--- src/rtl/alu_op_sequencer_pkg.sv ---
// alu_seq_pkg: shared types and constants for the ALU macro-op sequencer.
//   op_e     - macro-op encoding presented on op_code.
//   ALU_*    - ALUK select values of the 16-bit ALU (ADD, AND, NOT, PASS).
//   state_e  - sequencer control states.
//   dst_e    - which register captures the ALU output on a given step.
//   op_steps - number of ALU steps (and so edges of latency) for a macro-op.
package alu_seq_pkg;

    typedef enum logic [2:0] {
        OP_ADD  = 3'b000,
        OP_AND  = 3'b001,
        OP_NOT  = 3'b010,
        OP_PASS = 3'b011,
        OP_SUB  = 3'b100,
        OP_OR   = 3'b101,
        OP_SHL  = 3'b110,
        OP_MUL  = 3'b111
    } op_e;

    localparam logic [1:0] ALU_ADD  = 2'b00;
    localparam logic [1:0] ALU_AND  = 2'b01;
    localparam logic [1:0] ALU_NOT  = 2'b10;
    localparam logic [1:0] ALU_PASS = 2'b11;

    typedef enum logic [1:0] {
        IDLE = 2'b00,
        EXEC = 2'b01,
        DONE = 2'b10
    } state_e;

    typedef enum logic [1:0] {
        DST_T = 2'b00,
        DST_U = 2'b01,
        DST_R = 2'b10
    } dst_e;

    // Every step is one ALU pass; MUL alternates accumulate / double per multiplier bit.
    function automatic int unsigned op_steps(input op_e op, input int unsigned mul_bits = 16);
        case (op)
            OP_SUB:  return 3;
            OP_OR:   return 4;
            OP_MUL:  return 2 * mul_bits;
            default: return 1;
        endcase
    endfunction

endpackage

--- src/rtl/alu_op_sequencer_if.sv ---
// alu_op_sequencer_if: command and result bundle of the ALU macro-op sequencer.
//   Command side : op_valid, op_ready, op_code, op_a, op_b, flush.
//   Result side  : res_valid, res_ready, result, res_nzp, busy.
//
// Handshake: a transfer happens on a rising clock edge where valid && ready are
// both high. The sender holds valid and its payload until that edge; ready may
// depend combinationally on the current state and on flush, never on valid.
// result/res_nzp are stable for as long as res_valid stays high.
interface alu_op_sequencer_if #(
    parameter int WIDTH = 16
);
    logic             op_valid;
    logic             op_ready;
    logic [2:0]       op_code;
    logic [WIDTH-1:0] op_a;
    logic [WIDTH-1:0] op_b;
    logic             flush;
    logic             res_valid;
    logic             res_ready;
    logic [WIDTH-1:0] result;
    logic [2:0]       res_nzp;
    logic             busy;

    // Issuer of commands and consumer of results.
    modport master (
        output op_valid, op_code, op_a, op_b, flush, res_ready,
        input  op_ready, res_valid, result, res_nzp, busy
    );

    // The sequencer itself.
    modport slave (
        input  op_valid, op_code, op_a, op_b, flush, res_ready,
        output op_ready, res_valid, result, res_nzp, busy
    );
endinterface

--- src/rtl/alu_op_sequencer_alu.sv ---
// alu: the existing single-cycle 16-bit ALU (combinational).
//   a, b  - operands.
//   aluk  - operation select: ADD, AND, NOT (of a), PASS (a).
//   y     - result, modulo 2^WIDTH.
module alu
    import alu_seq_pkg::*;
#(
    parameter int WIDTH = 16
) (
    input  logic [WIDTH-1:0] a,
    input  logic [WIDTH-1:0] b,
    input  logic [1:0]       aluk,
    output logic [WIDTH-1:0] y
);
    always_comb begin
        y = a;
        case (aluk)
            ALU_ADD: y = a + b;
            ALU_AND: y = a & b;
            ALU_NOT: y = ~a;
            default: y = a;
        endcase
    end
endmodule

--- src/rtl/alu_op_sequencer.sv ---
// alu_op_sequencer: multi-cycle controller that drives one ADD/AND/NOT/PASS ALU
// to execute the macro-ops ADD, AND, NOT, PASS, SUB, OR, SHL and MUL (low half).
//   clk       - rising-edge clock.
//   reset_n   - asynchronous active-low reset; discards any op in flight.
//   bus       - slave side of alu_op_sequencer_if (command, result, flush, busy).
//   dbg_state - current control state, for observation only.
// One op is in flight at a time. Result and NZP change only on the final step.
module alu_op_sequencer
    import alu_seq_pkg::*;
#(
    parameter int WIDTH    = 16,
    parameter int MUL_BITS = 16
) (
    input  logic                     clk,
    input  logic                     reset_n,
    alu_op_sequencer_if.slave        bus,
    output state_e                   dbg_state
);
    localparam int SW = $clog2(2 * MUL_BITS + 1);
    localparam logic [WIDTH-1:0] ONE = {{(WIDTH-1){1'b0}}, 1'b1};

    state_e           state_q,  state_d;
    logic [SW-1:0]    step_q,   step_d;
    op_e              op_q,     op_d;
    logic [WIDTH-1:0] a_q,      a_d;
    logic [WIDTH-1:0] b_q,      b_d;       // also the MUL multiplier q
    logic [WIDTH-1:0] t_q,      t_d;       // temp t; MUL accumulator
    logic [WIDTH-1:0] u_q,      u_d;       // temp u; MUL shifted multiplicand m
    logic [WIDTH-1:0] result_q, result_d;
    logic [2:0]       nzp_q,    nzp_d;

    logic [WIDTH-1:0] alu_a, alu_b, alu_y;
    logic [1:0]       aluk;
    dst_e             dst;
    logic [WIDTH-1:0] mul_sh;
    logic [SW-1:0]    last_step;

    alu #(.WIDTH(WIDTH)) u_alu (
        .a    (alu_a),
        .b    (alu_b),
        .aluk (aluk),
        .y    (alu_y)
    );

    assign last_step = SW'(op_steps(op_q, MUL_BITS) - 1);

    // Step decode: ALU operand mux, ALUK and destination for the current op/step.
    always_comb begin
        alu_a  = a_q;
        alu_b  = b_q;
        aluk   = ALU_PASS;
        dst    = DST_R;
        // Multiplier bit for this pair of MUL steps lives at index step/2.
        mul_sh = b_q >> step_q[SW-1:1];
        case (op_q)
            OP_ADD:  aluk = ALU_ADD;
            OP_AND:  aluk = ALU_AND;
            OP_NOT:  aluk = ALU_NOT;
            OP_PASS: aluk = ALU_PASS;
            OP_SHL: begin
                alu_b = a_q;
                aluk  = ALU_ADD;
            end
            OP_SUB: begin
                case (step_q)
                    SW'(0): begin alu_a = b_q; aluk = ALU_NOT; dst = DST_T; end
                    SW'(1): begin alu_a = t_q; alu_b = ONE; aluk = ALU_ADD; dst = DST_T; end
                    default: begin alu_a = a_q; alu_b = t_q; aluk = ALU_ADD; dst = DST_R; end
                endcase
            end
            OP_OR: begin
                case (step_q)
                    SW'(0): begin alu_a = a_q; aluk = ALU_NOT; dst = DST_T; end
                    SW'(1): begin alu_a = b_q; aluk = ALU_NOT; dst = DST_U; end
                    SW'(2): begin alu_a = t_q; alu_b = u_q; aluk = ALU_AND; dst = DST_T; end
                    default: begin alu_a = t_q; aluk = ALU_NOT; dst = DST_R; end
                endcase
            end
            OP_MUL: begin
                if (!step_q[0]) begin
                    alu_a = t_q;
                    alu_b = mul_sh[0] ? u_q : '0;
                    aluk  = ALU_ADD;
                    dst   = DST_T;
                end else begin
                    alu_a = u_q;
                    alu_b = u_q;
                    aluk  = ALU_ADD;
                    dst   = DST_U;
                end
            end
            default: aluk = ALU_PASS;
        endcase
    end

    // Control FSM next state and register updates. Flush overrides everything.
    always_comb begin
        state_d  = state_q;
        step_d   = step_q;
        op_d     = op_q;
        a_d      = a_q;
        b_d      = b_q;
        t_d      = t_q;
        u_d      = u_q;
        result_d = result_q;
        nzp_d    = nzp_q;
        if (bus.flush) begin
            state_d = IDLE;
        end else begin
            case (state_q)
                IDLE: begin
                    if (bus.op_valid) begin
                        op_d    = op_e'(bus.op_code);
                        a_d     = bus.op_a;
                        b_d     = bus.op_b;
                        t_d     = '0;
                        u_d     = bus.op_a;
                        step_d  = '0;
                        state_d = EXEC;
                    end
                end
                EXEC: begin
                    case (dst)
                        DST_T:   t_d      = alu_y;
                        DST_U:   u_d      = alu_y;
                        default: result_d = alu_y;
                    endcase
                    step_d = step_q + SW'(1);
                    if (step_q == last_step) begin
                        // MUL ends on a doubling step; the product is already in t.
                        if (op_q == OP_MUL) begin
                            result_d = t_q;
                        end
                        nzp_d   = result_d[WIDTH-1] ? 3'b100 :
                                  (result_d == '0)  ? 3'b010 : 3'b001;
                        state_d = DONE;
                    end
                end
                DONE: begin
                    if (bus.res_ready) begin
                        state_d = IDLE;
                    end
                end
                default: state_d = IDLE;
            endcase
        end
    end

    always_ff @(posedge clk or negedge reset_n) begin
        if (!reset_n) begin
            state_q  <= IDLE;
            step_q   <= '0;
            op_q     <= OP_ADD;
            a_q      <= '0;
            b_q      <= '0;
            t_q      <= '0;
            u_q      <= '0;
            result_q <= '0;
            nzp_q    <= 3'b000;
        end else begin
            state_q  <= state_d;
            step_q   <= step_d;
            op_q     <= op_d;
            a_q      <= a_d;
            b_q      <= b_d;
            t_q      <= t_d;
            u_q      <= u_d;
            result_q <= result_d;
            nzp_q    <= nzp_d;
        end
    end

    assign bus.op_ready  = (state_q == IDLE) && !bus.flush;
    assign bus.res_valid = (state_q == DONE);
    assign bus.busy      = (state_q != IDLE);
    assign bus.result    = result_q;
    assign bus.res_nzp   = nzp_q;
    assign dbg_state     = state_q;

endmodule
--- src/flat_wrapper.sv ---
// flat-port wrapper written by rule: the top's interface ports become plain ports
module alu_op_sequencer_flat import alu_seq_pkg::*;
#(
    parameter int WIDTH    = 16,
    parameter int MUL_BITS = 16
)
  (clk, reset_n, dbg_state, bus_op_valid, bus_op_code, bus_op_a, bus_op_b, bus_flush, bus_res_ready, bus_op_ready, bus_res_valid, bus_result, bus_res_nzp, bus_busy);
  alu_op_sequencer_if #(.WIDTH(WIDTH)) bus_i ();
  input  logic clk;
  input  logic reset_n;
  output state_e dbg_state;
  input wire logic [$bits(bus_i.op_valid)-1:0] bus_op_valid;
  input wire logic [$bits(bus_i.op_code)-1:0] bus_op_code;
  input wire logic [$bits(bus_i.op_a)-1:0] bus_op_a;
  input wire logic [$bits(bus_i.op_b)-1:0] bus_op_b;
  input wire logic [$bits(bus_i.flush)-1:0] bus_flush;
  input wire logic [$bits(bus_i.res_ready)-1:0] bus_res_ready;
  output wire logic [$bits(bus_i.op_ready)-1:0] bus_op_ready;
  output wire logic [$bits(bus_i.res_valid)-1:0] bus_res_valid;
  output wire logic [$bits(bus_i.result)-1:0] bus_result;
  output wire logic [$bits(bus_i.res_nzp)-1:0] bus_res_nzp;
  output wire logic [$bits(bus_i.busy)-1:0] bus_busy;
  assign bus_i.op_valid = bus_op_valid;
  assign bus_i.op_code = bus_op_code;
  assign bus_i.op_a = bus_op_a;
  assign bus_i.op_b = bus_op_b;
  assign bus_i.flush = bus_flush;
  assign bus_i.res_ready = bus_res_ready;
  assign bus_op_ready = bus_i.op_ready;
  assign bus_res_valid = bus_i.res_valid;
  assign bus_result = bus_i.result;
  assign bus_res_nzp = bus_i.res_nzp;
  assign bus_busy = bus_i.busy;
  alu_op_sequencer #(.WIDTH(WIDTH), .MUL_BITS(MUL_BITS)) u_core (.clk(clk), .reset_n(reset_n), .bus(bus_i), .dbg_state(dbg_state));
endmodule
--- config.mk ---
export PLATFORM = sky130hd
export DESIGN_NAME = alu_op_sequencer_flat
export DESIGN_NICKNAME = d
export VERILOG_FILES = /design/src/rtl/alu_op_sequencer_pkg.sv /design/src/rtl/alu_op_sequencer_if.sv /design/src/rtl/alu_op_sequencer_alu.sv /design/src/rtl/alu_op_sequencer.sv /design/src/flat_wrapper.sv
export SDC_FILE = /design/constraint.sdc
export NUM_CORES = 1
export LEC_CHECK = 0
export ABC_AREA = 1
export CORE_UTILIZATION = 26
export CTS_CLUSTER_DIAMETER = 100
export DETAILED_ROUTE_END_ITERATION = 6
export MAX_ROUTING_LAYER = met4
export PLACE_DENSITY = 0.43
export RECOVER_POWER = 100
export SLEW_MARGIN = 15
export SYNTH_ARGS = -nofsm -noshare
export SYNTH_HDL_FRONTEND = slang
export SYNTH_SLANG_ARGS = --single-unit
--- constraint.sdc ---
create_clock -name clk -period 3.7 [get_ports clk]
set_input_delay 0.37 -clock clk [delete_from_list [all_inputs] [get_ports clk]]
set_output_delay 0.37 -clock clk [all_outputs]
set_load 0.005 [all_outputs]
======== Word level (Yosys, flattened, before mapping) ========
Cells that the tools add are included.
word-level totals
  register bits after elaboration ......... 94
  RAM bits ................................ 0
  logic and storage cells ................. 97
  output and inout port bits .............. 24
  input port bits ......................... 40
  bits in read-only memories .............. 0
  latch bits .............................. 0
  memories ................................ 0
cells by class
  bitwise operators ....................... 3
  order comparisons ....................... 0
  equal/unequal tests ..................... 21
  reductions and logical operators ........ 21
  shift operators ......................... 1
  add/sub/neg operators ................... 3
  multiplexer cells ....................... 39
  divide/modulo/power cells ............... 0
  multiply operators ...................... 0
operator list
  cell                                                              count
  16-bit two-way mux                                                14
  16-bit one-hot mux with 2 select lines                            5
  16-bit one-hot mux with 3 select lines                            2
  16-bit one-hot mux with 4 select lines                            1
  6-bit one-hot mux with 3 select lines                             1
  16-bit adder                                                      1
  16-bit bitwise AND                                                1
  16-bit zero test                                                  1
  2-bit two-way mux                                                 8
  16-bit inverter                                                   1
  16-bit by 5-bit >> shifter with 1-bit output                      1
  3-bit == test (second input constant)                             4
  2-bit one-hot mux with 3 select lines                             2
  2-bit one-hot mux with 6 select lines                             1
  6-bit one-hot mux with 2 select lines                             1
  3-bit AND reduction                                               4
  4-bit AND reduction                                               2
  6-bit by 1-bit adder with 6-bit output (second input constant)    1
  2-bit by 1-bit == test with 1-bit output (second input constant)  3
  3-bit by 2-bit == test with 1-bit output (second input constant)  2
  6-bit by 1-bit == test with 1-bit output (second input constant)  1
  6-bit by 2-bit == test with 1-bit output (second input constant)  1
  6-bit == test                                                     1
  2-bit zero test                                                   3
  19 further kinds                                                  26

======== Longest topological paths before layout ========
Gate-level depths: netlist (run 1).
  depth in word-level cells ............... 14
  mapped depth ............................ 37

======== Hierarchy ========
From an unflattened synthesis (run 1), not the netlist that was laid out.
second synthesis, totals
  cell total of the unflattened synthesis .. 1198
  area total of the unflattened synthesis .. 7780.0 sq um
modules (own cells, without submodules)
  module            cells an instance  instances  area each (sq um)
  alu_op_sequencer  929                1          6347.3
  alu               269                1          1432.6

======== Least setup slack after synthesis (run 1) ========
No wires, ideal clock.
  path kind ............................... register -> register
  start ................................... reg u_core.step_q[1]
  end ..................................... reg u_core.nzp_q[0] (netlist: u_core.bus.res_nzp[0])
  data arrival time ....................... 3824 ps
  cell stages (with the launch flop) ...... 31
  path slack .............................. -241 ps
  library setup time ...................... 116 ps
  cells stage by stage .................... dfrtp_1 > clkbuf_1 > inv_1 > buf_2 > ha_1 > nand3_4 > nand2_2 > buf_6 > clkbuf_1 > nand2_1 > nand2_1 > o22ai_1 > a21oi_1 > a22oi_1 > ha_1 > nand2_1 > inv_1 > a21oi_1 > nor2_1 > nor2_1 > nand3b_1 > nand3_1 > nand3_1 > nand3_1 > nand2_2 > a21boi_1 > nand2_1 > nor2_1 > nand3_1 > nand2_1 > nand2_1
between the ends
  cells in the longest elaborated chain, start to end .. 14
  elaborated cells on any way between the ends .. 40
  those cells by class .................... add/sub: 1; eq/ne: 6; shift: 1; mux: 22; bitwise: 2; reduce/logical: 8
ends and longest elaborated chain
  element                                                                                          line                        source
  start, declared                                                                                  alu_op_sequencer.sv:23      logic [SW-1:0] step_q, step_d;
  start signal, assigned                                                                           alu_op_sequencer.sv:162     step_q <= step_d;
  16-bit by 5-bit >> shifter with 1-bit output, or another cell as far along                       alu_op_sequencer.sv:54      mul_sh = b_q >> step_q[SW-1:1];
  16-bit two-way mux or 2-bit OR reduction (tied branches)                                         -
  16-bit two-way mux, or another cell as far along                                                 alu_op_sequencer.sv:80      if (!step_q[0]) begin
  16-bit one-hot mux with 4 select lines or 2-bit one-hot mux with 3 select lines (tied branches)  alu_op_sequencer.sv:55      case (op_q)
  16-bit adder, or another cell as far along                                                       alu_op_sequencer_alu.sv:18  ALU_ADD: y = a + b;
  16-bit one-hot mux with 3 select lines or 2-bit OR reduction (tied branches)                     -
  16-bit two-way mux                                                                               alu_op_sequencer.sv:123     case (dst)
  16-bit two-way mux                                                                               alu_op_sequencer.sv:131     if (op_q == OP_MUL) begin
  16-bit two-way mux                                                                               alu_op_sequencer.sv:129     if (step_q == last_step) begin
  16-bit two-way mux                                                                               alu_op_sequencer.sv:110     case (state_q)
  16-bit two-way mux                                                                               alu_op_sequencer.sv:107     if (bus.flush) begin
  16-bit zero test                                                                                 alu_op_sequencer.sv:135     (result_d == '0) ? 3'b010 : 3'b001;
  2-bit two-way mux                                                                                alu_op_sequencer.sv:135
  3-bit two-way mux                                                                                alu_op_sequencer.sv:134     nzp_d = result_d[WIDTH-1] ? 3'b100 :
  end signal, assigned                                                                             alu_op_sequencer.sv:169     nzp_q <= nzp_d;
  end, declared                                                                                    alu_op_sequencer.sv:30      logic [2:0] nzp_q, nzp_d;
Several ways; a longest one is shown, not always the timed one. The select of a mux whose other input is x is not followed.
A chain may end at the register's enable or synchronous reset.

======== Worst setup path after layout (run 1) ========
Ends and elaborated chain as after synthesis.

==> reports/results.tsv, run 1 <==
metric	value	unit
status	finished with violations	
violations	capacitance limit, slew limit, setup timing	
grt.busiest_layer	met2	
layout.nets	1648	
rr_worst_depth	32	
routedWlPerCell	18.9	um
synth.distinct_cells	44	
diodes	0	
synth_area	0.00808	mm^2
fin_crit_sh	1.10	
relSlewSlack	-0.197	
use_met3	0.0237	
synth_edf_count	0	
area_delta_synth_final	52.8	%
crit_arrival	4.35	ns
synth-main-ff-cell	dfrtp_1	
cp_data_required_time	3.98	ns
drv_cap	3	
setup_tns	-4.77	ns
layout-drive-gt1-share	0.322	
met1_usage	0.309	
overflow	0	
wl	37600	um
io_buffers	63	
drc_errors	0	
path_max_fanout	7	
numCtsBuffers	9	
ios	64	
clk_latency	0.39	ns
yosysWarnings	0	
finalHoldViolCount	0	
final.min_clock_period	4.07	ns
first_global_vias	9749	
grt_util_all_layers	0.247	
n_fill_cell	3275	
ff_latch_area	0.00235	mm^2
cts_root_buffer	clkbuf_16	
fin_worst_skew	0.0174	ns
async_flop_share	1.00	
rsz0062_at_grt	yes	
postSynthCellCount	1300	
use_met2	0.415	
drt-pass1-iter-count	5	
clk_pin_slew	0.08	ns
die_y	178	um
cts_max_path_buffers	2	
critPathBufInv	4	
start_util	0.264	
critPathTopFamily	simple AND/OR/NAND/NOR gates	
max_freq	246	MHz
coreArea	0.0306	mm^2
cts_tree	done	
worst_pin_slew	1.80	ns
place_congestion	0.931	
die-width	178	um
vias	10100	
dpl.hpwl	27500	um
detail-route-antenna-nets	0	
setup_slack	-0.366	ns
cts_hold_buf	0	
vias_per_cell	5.07	
end_kind	flip-flop	
synth_nets	1362	
finalSetupViolCount	29	
grt_max_degree	60	
dieArea	0.0318	mm^2
cts_num_sinks	94	
yosys-top-cells-count	nand2_1 (470), nand3_1 (117), inv_1 (116), a21oi_1 (98), dfrtp_1 (94)	
rows	64	
startpoint_type	flip-flop	
grt_pass1_wl	57000	um
synth_seq_cells	94	
hold_class	primary input to asynchronous set/reset pin	
synth.area.top_cells	dfrtp_1 (29%), nand2_1 (22%), nand3_1 (7.2%), a21oi_1 (6.1%), o21ai_0 (5.8%)	
drt_iter0_drc	673	
yosysTopAreaCell	dfrtp_1	
crit_top_cell	nand2_1	
yosysSeqAreaShare	0.291	
multiInputGateArea	0.00589	mm^2
maxSlewViolCount	138	
crit_slowest_cell	dfrtp_2	
synth_most_common_cell	nand2_1	
synth_top_area_frac	0.291	
ctsHtreeMaxLevel	3	
max_stage_delay	0.46	ns
path_depth	32	
syn_area_per_cell	6.22	um^2
antenna_found_initial	0	
path_class	flip-flop to flip-flop	
worst reg2reg max path, delay by kind of cell, from the launching register on:
| kind | cells | cell delay [ns] |
|---|---|---|
| flops | 1 | 0.46 |
| fa+ha+maj | 1 | 0.40 |
| buf+inv | 4 | 0.58 |
| compound gates | 6 | 0.84 |
| simple gates | 21 | 1.68 |
registers in the layout, summed over array words and instances (netlist names):
| signal | count |
|---|---|
| u_core.a_q | 16 |
| u_core.b_q | 16 |
| u_core.bus.res_nzp | 3 |
| u_core.bus.result | 16 |
| u_core.dbg_state | 2 |
| u_core.op_q | 3 |
| u_core.step_q | 6 |
| u_core.t_q | 16 |
| u_core.u_q | 16 |
placed cells by master (no fill, tap or decap), types with 3 or more instances in the layout:
master,synthesis,final
nand2_1,470,411
buf_4,6,248
inv_1,116,105
dfrtp_1,94,92
nand3_1,117,81
o21ai_0,93,76
a21oi_1,98,74
nor2_1,86,71
nand2_2,7,56
clkdlybuf4s50_1,0,38
nand3_2,0,29
a22oi_1,36,25
a21oi_2,2,24
dlygate4sd3_1,0,24
buf_6,9,19
nand4_1,18,18
o21ai_1,3,16
ha_4,0,15
inv_2,5,14
nor2_4,5,13
o211ai_1,11,11
a22oi_2,0,11
nor2_2,3,10
nand3_4,2,9
nand2_4,0,9
clkbuf_16,0,9
ha_1,21,6
a41oi_2,0,5
nor3_1,6,5
o21ai_2,0,4
nand3b_1,4,4
xor2_1,5,4
o22ai_2,1,3
o22ai_1,5,3
a41oi_1,8,3
or2_2,3,3
buf_12,0,3
routing by layer:
| metal | share of wire | up-vias |
|---|---|---|
| li1 | - | 4873 |
| met3 | 0.041 | 51 |
| met4 | 0.025 | 0 |
| met5 | 0 | - |
| met1 | 0.45 | 4889 |
| met2 | 0.48 | 261 |
metrics by stage:
stage | setup WS, ns | utilization | instance area [um^2] | hold slack, ns | cells
after floorplan | 0.0163 | - | 8110 | 0.0744 | 1300
after global placement | -0.482 | 0.349 | 10700 | 0.474 | 1929
after detailed placement | -0.518 | 0.349 | 10700 | 0.471 | 1929
after CTS | -0.268 | 0.385 | 11800 | 0.122 | 1973
after global routing | -0.615 | 0.404 | 12400 | 0.517 | 1987
final | -0.366 | 0.404 | 12400 | 0.384 | 1987
area by class of cell:
cell class,count,share of cell area
timing repair inverter,1,0.000608
inverter,122,0.0377
clock buffer,11,0.0205
timing repair buffer,339,0.227
multi-input combinational,1019,0.477
clock inverter,5,0.00658
sequential,94,0.191
tap,396,0.0401
final timing paths:
path | slack, ns | end | start
worst max-delay path | -0.37 | u_core.bus.res_nzp[0] | u_core.step_q[1]
worst min-delay path | 0.38 | u_core.bus.result[4] | reset_n
worst max register to register | -0.37 | u_core.bus.res_nzp[0] | u_core.step_q[1]
worst min register to register | 0.48 | u_core.bus.res_nzp[1] | u_core.bus.res_nzp[1]
max in group asynchronous | 0.76 | u_core.a_q[14] | reset_n
min in group clk | 0.48 | u_core.bus.res_nzp[1] | u_core.bus.res_nzp[1]
logic make-up after synthesis:
| kind of cell | after synthesis | synth area share |
|---|---|---|
| buffers and inverters | 187 | 0.100 |
| XOR/XNOR | 6 | 0.00650 |
| AND/OR/NAND/NOR | 724 | 0.377 |
| adder cells (fa/ha/maj) | 22 | 0.0350 |
| AO/OA/AOI/OAI | 267 | 0.190 |
| flip-flops | 94 | 0.291 |
repair_timing:
item | in CTS | in global routing
setup buffers | 27 | 15
hold endpoints to repair | 0 | 0
pin swaps | 44 | 78
resized for setup | 123 | 134
setup endpoints to repair | 35 | 44
cloned | 1 | 0
Power of run 1 is not shown: default switching activity piles up to over one toggle a cycle in this logic, so the estimate is an artifact.
==> inputs of run 2 (changes only) <==
--- a/config.mk
+++ b/config.mk
@@ -6,6 +6,7 @@
 export NUM_CORES = 1
 export LEC_CHECK = 0
 export ABC_AREA = 1
+export CORE_ASPECT_RATIO = 0.8
 export CORE_UTILIZATION = 26
 export CTS_CLUSTER_DIAMETER = 100
 export DETAILED_ROUTE_END_ITERATION = 6
==> run 2 against run 1 <==
Net effect: the run still ends with capacitance limit, slew limit, setup timing left; non-clock buffer count is 5 higher; hold slack better by 0.10 ns; clock skew is 0.0033 ns lower; highest routed layer unchanged.
==> reports/results.tsv, run 2 (same netlist as run 1, synthesis figures left out) <==
metric	value	unit
max_freq	251	MHz
hold_class	flip-flop to flip-flop	
startpoint_type	flip-flop	
finalSetupViolCount	16	
setup_slack	-0.292	ns
finalNonFillerCells	2009	
grt_pass1_wl	57400	um
cts_root_buffer	clkbuf_16	
crit_slowest_cell	dfrtp_2	
min_from	u_core.bus.res_nzp[0]	
cp_data_required_time	3.96	ns
maxSlewViolCount	69	
die-width	199	um
reg2reg_from	u_core.step_q[1]	
ctsHtreeMaxLevel	3	
layout_commonest_cell	nand2_1	
io_buffers	63	
drv_cap	1	
coreArea	0.0305	mm^2
overflow	0	
drt_iter0_drc	659	
place_congestion	0.900	
status	finished with violations	
cts_tree	done	
placed_cells	1949	
rows	57	
finalHoldViolCount	0	
cts_hold_buf	0	
grt.busiest_layer	met2	
setup_tns	-1.88	ns
start_util	0.265	
grt_util_all_layers	0.247	
max_stage_delay	0.47	ns
rsz0062_at_grt	yes	
detail-route-antenna-nets	0	
hold-path-endpoint	u_core.bus.res_nzp[0]	
layout.nets	1653	
grt_max_degree	69	
numCtsBuffers	9	
relSlewSlack	-0.295	
clk_pin_slew	0.08	ns
area_delta_synth_final	55.6	%
path_max_fanout	5	
clk_latency	0.37	ns
dieArea	0.0318	mm^2
r2r-end	u_core.bus.result[8]	
ff2ff_setup_slack	-0.29	ns
fin_crit_sh	1.08	
met1_usage	0.345	
use_met3	0.0317	
drc_errors	0	
vias_per_cell	4.93	
dpl.hpwl	27700	um
die_y	160	um
cts_num_sinks	94	
path_class	flip-flop to flip-flop	
diodes	0	
use_met2	0.368	
hold_depth	2	
routedWlPerCell	18.7	um
final.min_clock_period	3.99	ns
worst_pin_slew	1.94	ns
ios	64	
mostFrequentLayoutCells	nand2_1 (406), buf_4 (241), inv_1 (103)	
cts_max_path_buffers	2	
wl	37600	um
rr_worst_depth	33	
layout-drive-gt1-share	0.326	
vias	9903	
end_kind	flip-flop	
fin_hold_ws	0.485	ns
fin_worst_skew	0.0141	ns
violations	capacitance limit, slew limit, setup timing	
drt-pass1-iter-count	5	
first_global_vias	9763	
crit_arrival	4.25	ns
antenna_found_initial	0	
-- run 2: worst max-delay path, delay by kind of cell (launching register included) --
family | cells | cell delay, ns
AND/OR/NAND/NOR | 17 | 1.26
adder cells (fa/ha/maj) | 1 | 0.38
AO/OA/AOI/OAI | 6 | 0.63
flip-flops | 1 | 0.47
buffers and inverters | 9 | 1.16
-- run 2: worst max-delay path by stage --
stage                          start                     to  slack [ns]  depth (start not counted)
floorplan           u_core.step_q[1]  u_core.bus.res_nzp[0]        0.02                         34
global placement    u_core.step_q[1]  u_core.bus.res_nzp[0]       -0.63                         32
detailed placement  u_core.step_q[1]  u_core.bus.res_nzp[0]       -0.69                         28
CTS                 u_core.step_q[1]  u_core.bus.res_nzp[0]       -0.26                         34
global route        u_core.step_q[1]  u_core.bus.res_nzp[0]       -0.59                         29
finish              u_core.step_q[1]   u_core.bus.result[8]       -0.29                         33
-- run 2: layout make-up --
class	instances	area (um^2)
Tap cell	413	517
Clock inverter	6	109
Sequential cell	94	2350
Timing Repair Buffer	344	2960
Timing Repair inverter	1	7.51
Multi-Input combinational cell	1019	5940
Clock buffer	10	229
Fill cell	3200	17900
Inverter	122	468
-- run 2: metrics by stage --
step | util | area (um^2) | setup WS [ns]
4_1_cts | 0.391 | 11900 | -0.263
3_5_place_dp | 0.353 | 10700 | -0.687
6_report | 0.413 | 12600 | -0.292
3_3_place_gp | 0.353 | 10700 | -0.633
5_1_grt | 0.413 | 12600 | -0.587
2_1_floorplan | - | 8110 | 0.0163
-- run 2: timing repair --
item                       in CTS  in global routing
setup endpoints to repair      39                 42
gates resized for setup       139                142
cloned                          2                  1
buffers inserted               32                 16
pin swaps                      65                 82
-- run 2: layer usage --
metal / vias up / routed length, um
li1: 4890 / -
met1: 4728 / 18000
met2: 235 / 17000
met3: 50 / 1680
met4: 0 / 922
met5: - / 0
Power of run 2 is left out for the same reason.
==> inputs of run 3 (changes only) <==
--- a/config.mk
+++ b/config.mk
@@ -7,12 +7,13 @@
 export LEC_CHECK = 0
 export ABC_AREA = 1
 export CORE_ASPECT_RATIO = 0.8
-export CORE_UTILIZATION = 26
+export CORE_UTILIZATION = 54
 export CTS_CLUSTER_DIAMETER = 100
 export DETAILED_ROUTE_END_ITERATION = 6
 export MAX_ROUTING_LAYER = met4
-export PLACE_DENSITY = 0.43
+export PLACE_DENSITY = 0.78
 export RECOVER_POWER = 100
+export SKIP_CTS_REPAIR_TIMING = 1
 export SLEW_MARGIN = 15
 export SYNTH_ARGS = -nofsm -noshare
 export SYNTH_HDL_FRONTEND = slang
==> run 3 against run 2 <==
Net effect: the run ends with DRC, capacitance limit, slew limit, setup timing left; non-clock buffer count shrank 30; sequential cell count is the same; first-iteration DRC count grew 140%; setup slack lost 0.41 ns; final area shrank 4.3%; sequential share of layout area grew 0.84 points; global-route usage grew 19 points; fmax shrank 9.4%; clock skew shrank 0.0038 ns; critical endpoint is now u_core.bus.res_nzp[0].
==> reports/results.tsv, run 3 (same netlist as run 1, synthesis figures left out) <==
metric	value	unit
layout.nets	1622	
ios	64	
clk_pin_slew	0.07	ns
hold_depth	3	
setup_slack	-0.707	ns
area_delta_synth_final	48.9	%
rows	39	
diodes	0	
max_freq	227	MHz
vias_per_cell	6.34	
fin_crit_sh	1.19	
crit_top_cell	nand2_1	
clk_latency	0.38	ns
fin_hold_ws	0.526	ns
rsz0062_at_grt	yes	
layout_commonest_cell	nand2_1	
path_class	flip-flop to flip-flop	
coreArea	0.0144	mm^2
start_util	0.560	
ctsHtreeMaxLevel	3	
drv_cap	2	
finalHoldViolCount	0	
violations	DRC, capacitance limit, slew limit, setup timing	
drc_errors	13	
startpoint_type	flip-flop	
overflow	0	
relSlewSlack	-0.349	
status	finished with violations	
drt_iter0_drc	1610	
cts_max_path_buffers	2	
grt_pass1_wl	51000	um
place_ws	-0.540	ns
grt_util_all_layers	0.439	
hold_class	primary input to flip-flop	
dieArea	0.0155	mm^2
first_global_vias	9685	
crit_slowest_cell	dfrtp_1	
cp_data_required_time	3.97	ns
layout-drive-gt1-share	0.319	
crit_arrival	4.67	ns
die-width	139	um
place_congestion	1.05	
mostFrequentLayoutCells	nand2_1 (410), buf_4 (216), inv_1 (104)	
wl	37000	um
rr_worst_depth	36	
cts_root_buffer	clkbuf_16	
finalSetupViolCount	44	
antenna_found_initial	0	
io_buffers	63	
cts_num_sinks	94	
path_max_fanout	6	
die_y	111	um
worst_pin_slew	2.02	ns
max_stage_delay	0.39	ns
numCtsBuffers	9	
maxSlewViolCount	55	
end_kind	flip-flop	
grt_max_degree	59	
dpl.hpwl	24100	um
routedWlPerCell	21.2	um
cts_tree	done	
vias	11100	
drt-pass1-iter-count	7	
final.min_clock_period	4.41	ns
fin_worst_skew	0.0103	ns
detail-route-antenna-nets	0	
## run 3: changes by cell type in the layout (fill, tap and decap cells not counted), moves of 4 or more
cell,delta
nand3_1,-6
a21oi_2,+9
a21oi_1,-10
buf_4,-25
nand2_2,-5
buf_12,-4
nand2_1,+4
buf_6,-5
nor2_1,+4
nand3_2,+4
## run 3: final timing paths
kind / start / slack (ns) / to
min reg2reg: u_core.bus.res_nzp[2] / 0.53 / u_core.bus.res_nzp[2]
min in group asynchronous: reset_n / 1.10 / u_core.b_q[7]
max: u_core.step_q[1] / -0.71 / u_core.bus.res_nzp[0]
max reg2reg: u_core.step_q[1] / -0.71 / u_core.bus.res_nzp[0]
min: bus_op_b[14] / 0.53 / u_core.b_q[14]
max in group asynchronous: reset_n / 0.85 / u_core.u_q[2]
## run 3: through the flow
step	TNS, ns	instance area (um^2)	std cells	utilization
2_1_floorplan	0	8110	1300	-
3_3_place_gp	-2.86	10200	1685	0.705
4_1_cts	-5.72	10500	1701	0.726
6_report	-11.44	12000	1749	0.833
3_5_place_dp	-4.78	10200	1685	0.705
5_1_grt	-19.88	12000	1749	0.833
## run 3: cell type report
cell class	count	area, um^2
Multi-Input combinational cell	1019	6020
Clock buffer	9	225
Sequential cell	94	2350
Clock inverter	7	72.6
Tap cell	184	230
Timing Repair Buffer	314	2660
Inverter	122	472
Fill cell	936	2410
## run 3: metal layers
layer / routed length (um) / part of all wire / up-vias / GRT usage
met5: 0 / 0 / - / -
met4: 2780 / 0.075 / 0 / 0.227
met3: 4570 / 0.12 / 297 / 0.0727
met2: 16000 / 0.43 / 900 / 0.662
met1: 13600 / 0.37 / 5076 / 0.569
li1: - / - / 4819 / -
## run 3: worst max-delay path, delay by kind of cell, from the launching register on
kind	cells	cell delay [ns]
simple gates	23	2.00
buf+inv	7	0.87
compound gates	5	0.74
flops	1	0.39
fa+ha+maj	1	0.28
Power of run 3 is left out for the same reason.
